==> src/rtl/sample_packer_12to16.sv <==
// sample_packer_12to16: packs 12-bit ADC samples into 16-bit FIFO words (4 samples -> 3 words),
// or one zero-extended word per sample, with drop-on-full accounting.
module sample_packer_12to16 #(
  parameter bit PACK_12 = 1'b1
) (
  input  logic        clk_pixel,
  input  logic        rstn,
  input  logic [11:0] sample_in,
  input  logic        sample_valid,
  input  logic        test_mode,
  input  logic        fifo_full,
  output logic [15:0] fifo_data,
  output logic        fifo_write_en,
  output logic [15:0] overflow_cnt
);
  localparam logic [1:0] P0 = 2'd0;
  localparam logic [1:0] P1 = 2'd1;
  localparam logic [1:0] P2 = 2'd2;
  localparam logic [1:0] P3 = 2'd3;
  logic [1:0]  phase_q, phase_d;
  logic [11:0] hold_q, hold_d;
  logic [11:0] test_cnt_q, test_cnt_d;
  logic        mode_q, mode_d;
  logic [15:0] data_q, data_d;
  logic [15:0] ovf_q, ovf_d;
  logic        we_q, we_d;
  logic        start, produce, drop;
  logic [11:0] eff;
  logic [15:0] word;
  // The mode sampled at a group start also applies to that group's first sample.
  always_comb begin
    start      = !PACK_12 || phase_q == P0;
    mode_d     = (sample_valid && start) ? test_mode : mode_q;
    eff        = mode_d ? test_cnt_q : sample_in;
    test_cnt_d = sample_valid ? test_cnt_q + 12'd1 : test_cnt_q;
    produce    = sample_valid && (!PACK_12 || phase_q != P0);
    drop       = produce && fifo_full;
    we_d       = produce && !fifo_full;
    word       = !PACK_12       ? {4'h0, eff} :
                 phase_q == P1  ? {hold_q, eff[11:8]} :
                 phase_q == P2  ? {hold_q[7:0], eff[11:4]} :
                                  {hold_q[3:0], eff};
    hold_d     = (!sample_valid || !PACK_12) ? hold_q :
                 phase_q == P0  ? eff :
                 phase_q == P1  ? {4'h0, eff[7:0]} :
                 phase_q == P2  ? {8'h0, eff[3:0]} : 12'h000;
    data_d     = we_d ? word : data_q;
    ovf_d      = (drop && ovf_q != 16'hFFFF) ? ovf_q + 16'd1 : ovf_q;
    phase_d    = !PACK_12 ? P0 : !sample_valid ? phase_q : drop ? P0 : phase_q + 2'd1;
  end
  always_ff @(posedge clk_pixel or negedge rstn) begin
    if (!rstn) begin
      phase_q    <= P0;
      hold_q     <= 12'h000;
      test_cnt_q <= 12'h000;
      mode_q     <= 1'b0;
      data_q     <= 16'h0000;
      ovf_q      <= 16'h0000;
      we_q       <= 1'b0;
    end else begin
      phase_q    <= phase_d;
      hold_q     <= hold_d;
      test_cnt_q <= test_cnt_d;
      mode_q     <= mode_d;
      data_q     <= data_d;
      ovf_q      <= ovf_d;
      we_q       <= we_d;
    end
  end
  assign fifo_data     = data_q;
  assign fifo_write_en = we_q;
  assign overflow_cnt  = ovf_q;
endmodule
==> config.mk <==
export PLATFORM = sky130hd
export DESIGN_NAME = sample_packer_12to16
export DESIGN_NICKNAME = d
export VERILOG_FILES = /design/src/rtl/sample_packer_12to16.sv
export SDC_FILE = /design/constraint.sdc
export NUM_CORES = 1
export LEC_CHECK = 0
export BUFFER_PORTS_ARGS = -buffer_cell sky130_fd_sc_hd__buf_2
export CORE_AREA = 5 5 96 98
export CTS_CLUSTER_DIAMETER = 50
export CTS_CLUSTER_SIZE = 12
export DETAILED_ROUTE_END_ITERATION = 10
export DIE_AREA = 0 0 101 103
export HOLD_SLACK_MARGIN = 0.08
export PLACE_DENSITY_LB_ADDON = 0.05
export SYNTH_ARGS = -nofsm -noshare
export SYNTH_HDL_FRONTEND = slang
export SYNTH_SLANG_ARGS = --single-unit
==> constraint.sdc <==
create_clock -name clk_pixel -period 3.8 [get_ports clk_pixel]
set_clock_uncertainty 0.1 [all_clocks]
set_input_delay 1.14 -clock clk_pixel [delete_from_list [all_inputs] [get_ports clk_pixel]]
set_output_delay 1.14 -clock clk_pixel [all_outputs]
set_load 0.03 [all_outputs]
# After elaboration in Yosys (flattened, before gate mapping)
# Cells that the tools add are included.
[totals]
output_inout_bits = 33
elab_cells = 29
input_bits = 17
ff_bits = 60
[op_classes]
add_sub_neg = 3
eq_ne = 3
n_mux = 8
reduce_logical = 8
[ops]
columns = ["cell", "n"]
rows = [
  ["16-bit two-way mux", 2],
  ["12-bit two-way mux", 2],
  ["16-bit by 1-bit adder with 16-bit output, second input constant", 1],
  ["16-bit inequality test, second input constant", 1],
  ["12-bit by 1-bit adder with 12-bit output, second input constant", 1],
  ["8-bit two-way mux", 1],
  ["1-bit logical AND", 5],
  ["4-bit two-way mux", 1],
  ["2-bit by 1-bit adder with 2-bit output, second input constant", 1],
  ["2-bit by 1-bit == test with 1-bit output, second input constant", 1],
  ["2-bit == test, second input constant", 1],
  ["2-bit logical NOT", 1],
  ["2-bit two-way mux", 1],
  ["2-bit nonzero test", 1],
  ["1-bit logical NOT", 1],
  ["1-bit two-way mux", 1],
]

# Logic depth before layout (Yosys ltp)
[depth]
word_depth = 7
depth_mapped = 9
mapped_depth_nobuf = 7

# Least setup slack after synthesis
# Ideal clock, no wire load.
[synth_timing]
path_type = "input port to flip-flop"
start = "input test_mode"
end = "register data_q[0] (netlist: fifo_data[0])"
path_slack_ps = 1339
setup_ps = 122
required_time_ps = 3578
n_path_buf = 1
cell_stages = 5
arrival_ps = 2239
cell_sequence = "buf_2 -> nand3_1 -> and3_1 -> or3b_1 -> a32o_1"
[synth_between]
elab_chain_cells = 4
[synth_rtl]
columns = ["element", "line_no", "rtl"]
rows = [
  ["start, declared", "10", "input logic test_mode,"],
  ["1-bit two-way mux *", "33", "mode_d = (sample_valid && start) ? test_mode : mode_q;"],
  ["12-bit two-way mux *", "34", "eff = mode_d ? test_cnt_q : sample_in;"],
  ["16-bit two-way mux", "41", "phase_q == P2 ? {hold_q[7:0], eff[11:4]} :"],
  ["16-bit two-way mux *", "40", "phase_q == P1 ? {hold_q, eff[11:8]} :"],
  ["end signal, assigned", "65", "data_q <= data_d;"],
  ["end, declared", "24", "logic [15:0] data_q, data_d;"],
]
# Every way passes the cells marked *; elsewhere a longest branch is shown, timed or not.
# A chain may end at the register's enable or synchronous reset.

# Final worst setup path
[layout_timing]
start = "input sample_valid"
end = "register data_q[3] (netlist: fifo_data[3])"
[layout_between]
elab_chain_cells = 5
word_cells_on_any_way = 7
classes_between = "mux: 4; reduce/logical: 3"
[layout_rtl]
columns = ["element", "line_no", "rtl"]
rows = [
  ["start, declared", "9", "input logic sample_valid,"],
  ["1-bit logical AND", "33", ""],
  ["1-bit two-way mux", "33", ""],
  ["12-bit two-way mux", "34", ""],
  ["16-bit two-way mux", "41", ""],
  ["16-bit two-way mux", "40", ""],
]
# Several ways; a longest one is shown, not always the timed one.

==> flow_metrics.py <==
metrics = {
    "synth": {
        "synth_seq_cells": 60,
        "avgSynthCellArea_sq_um": 9.973,
        "ys_seq_area_frac": 0.4841,
        "ys_types": 47,
        "synth-async-reset-ratio": 1.000,
        "yosysTopAreaCellShare": 0.4841,
        "synthMuxAreaShare": 0.04316,
        "yosysWarningCount": 0,
        "syn_area_sq_um": 3102,
        "synthTopCellsByArea": "dfrtp_1 48%, xnor2_1 5.1%, a21oi_1 4.2%",
        "syn_nets": 333,
        "netlist_instances": 311,
        "synth_top_family_by_area": "compound AO/OA/AOI/OAI gates",
        "synth_area_leader_cell": "dfrtp_1",
        "synth-simple-area-share": 0.1589,
        "synth_xor_area_frac": 0.06495,
        "synth-main-ff-cell": "dfrtp_1",
        "synth_compound_area_frac": 0.1952,
        "synth_edf_count": 0,
        "yosys.area_share.adder": 0.02017,
    },
    "floorplan": {
        "row_count": 34,
        "core_area_sq_um": 8381,
        "ios": 50,
        "start_util": 0.3701,
        "dieArea_sq_um": 10400,
        "die_y_um": 103,
        "die_w_um": 101,
    },
    "min_path": {
        "hold_path.class": "reg2reg",
        "hold_start": "fifo_data[14]",
    },
    "critical_path": {
        "critPathLaunchType": "primary input",
        "crit_start": "sample_valid",
        "worstSetupPathType": "in2reg",
        "critPathArrivalTime_ps": 2740,
        "r2r-start": "phase_q[0]",
        "endpoint_kind": "flop",
        "critPathRequiredTime_ps": 3910,
        "crit_fanout": 23,
    },
    "cts": {
        "clock_sinks": 60,
        "cts_resized": 0,
        "cts_max_path_buffers": 2,
        "cts_buffers": 9,
        "h-tree-depth": 3,
        "root_buffer": "clkbuf_8",
        "cts_hold_buf": 0,
        "cts_tree": "done",
        "insertion_delay_ps": 330,
        "path_clk_slew_ps": 70,
        "post-cts-setup-buffers": 0,
    },
    "placement": {
        "gp_congestion": 0.8488,
        "portBuffers": 49,
        "dp_hpwl_um": 5934,
    },
    "run_status": {
        "status": "complete, no violations",
    },
    "power": {
        "power_density_nw_per_um2": 700.2,
        "p_leak_nw": 1.679,
        "peakVddDrop_v": 0.0002502,
    },
    "route": {
        "viasPerCell": 5.450,
        "vias": 2567,
        "ant_nets": 0,
        "drcViolationCount": 0,
        "wl_per_cell_um": 17.30,
        "wirelength_um": 8147,
        "drt_iter0_markers": 113,
        "drtPass1Iterations": 4,
    },
    "sta": {
        "tns_ps": 0,
        "max_freq_ghz": 0.3811,
        "worstMarginPinSlew_ps": 829.4,
        "finalMaxSlewViolations": 0,
        "hold_viol": 0,
        "period_needed_ps": 2624,
        "holdWs_ps": 375.5,
        "setup-violations-final": 0,
        "fin_crit_sh": 0.6906,
        "rsz0062_at_grt": "no",
        "maxSlewHeadroom": 0.4471,
    },
    "grt": {
        "grt_pass1_wl_um": 13470,
        "grt_usage": 0.1686,
        "grt_pass1_vias": 2571,
        "overflow": 0,
        "grt_max_degree": 36,
        "antenna_found_initial": 0,
    },
    "cells_and_area": {
        "drive_gt1_frac": 0.2121,
        "final_nets": 382,
        "syn2layout_area_growth_pct": 16.38,
        "mostFrequentLayoutCells": "60 x dfrtp_1, 49 x buf_2, 26 x a21oi_1",
        "n_antenna_cell": 0,
        "layout_commonest_cell": "dfrtp_1",
    },
    "job": {
        "maxCapViolCount": 0,
    },
}
per-stage QoR:
step	utilization	setup WS, ps	power (mW)	cells	cell area [sq um]
after detailed placement	0.4121	805.9	2.067	457	3453
after CTS	0.4307	1175	2.564	471	3610
after global routing	0.4307	1016	2.717	471	3610
after global placement	0.4121	848.2	2.056	457	3453
after floorplan	-	1339	1.743	311	3102
final	0.4307	1176	2.528	471	3610
state kept, by name (all words and copies together) (netlist names):
register / count
test_cnt_q: 12
fifo_write_en: 1
phase_q: 2
mode_q: 1
overflow_cnt: 16
fifo_data: 16
hold_q: 12
critical path, cell delays in order:
cell,delay [ps]
buf_2,220
inv_2,130
or3_1,720
a311oi_1,400
a31oi_1,120
report_power, final:
part / total [mW] / internal, mW / leakage [nW] / switching (mW)
clock network: 0.482 / 0.244 / 0.0848 / 0.238
logic: 1.03 / 0.359 / 0.823 / 0.674
registers: 1.01 / 0.840 / 0.771 / 0.173
cells by family after synthesis:
| logic type | count (synthesis) |
|---|---|
| buf+inv | 26 |
| compound gates | 94 |
| fa+ha+maj | 5 |
| simple gates | 90 |
| flops | 60 |
| xor+xnor | 23 |
| mux | 13 |
final cells by class:
cell class	instances	area, sq um
fill	838	4771
sequential	60	1501
multi-input combinational	225	1496
timing repair buffer	54	282.8
clock buffer	11	141.4
tap	108	135.1
inverter	10	37.54
clock inverter	3	15.01
per-layer routing:
| layer | up-vias | track usage | wire length (um) | part of all wire |
|---|---|---|---|---|
| met1 | 1250 | 0.2146 | 3637 | 0.45 |
| met2 | 68 | 0.2795 | 4026 | 0.49 |
| met5 | - | 0 | 0 | 0 |
| met3 | 10 | 0.03112 | 344 | 0.042 |
| met4 | 0 | 0.07669 | 139 | 0.017 |
| li1 | 1239 | - | - | - |
worst paths after layout:
| path | endpoint | cells after the start | slack [ps] |
|---|---|---|---|
| worst max-delay path | fifo_data[3] | 5 | 1180 |
| worst min-delay path | fifo_data[14] | 2 | 380 |
| worst max register to register | fifo_data[10] | 7 | 1380 |
| worst min register to register | fifo_data[14] | 2 | 380 |
| max in group asynchronous | hold_q[7] | 2 | 2060 |
| min in group asynchronous | fifo_data[15] | 1 | 800 |
cells in the mapped netlist (6+ instances only):
master,n
mux2i_1,10
o21ai_0,21
inv_1,8
nand4_1,7
clkbuf_1,9
and3_1,14
nor2_1,23
o2bb2ai_1,6
nand3_1,16
a21oi_1,26
xnor2_1,18
dfrtp_1,60
nand2_1,13
a21boi_0,6
a31oi_1,9
Power figures use the tool's default switching activity.
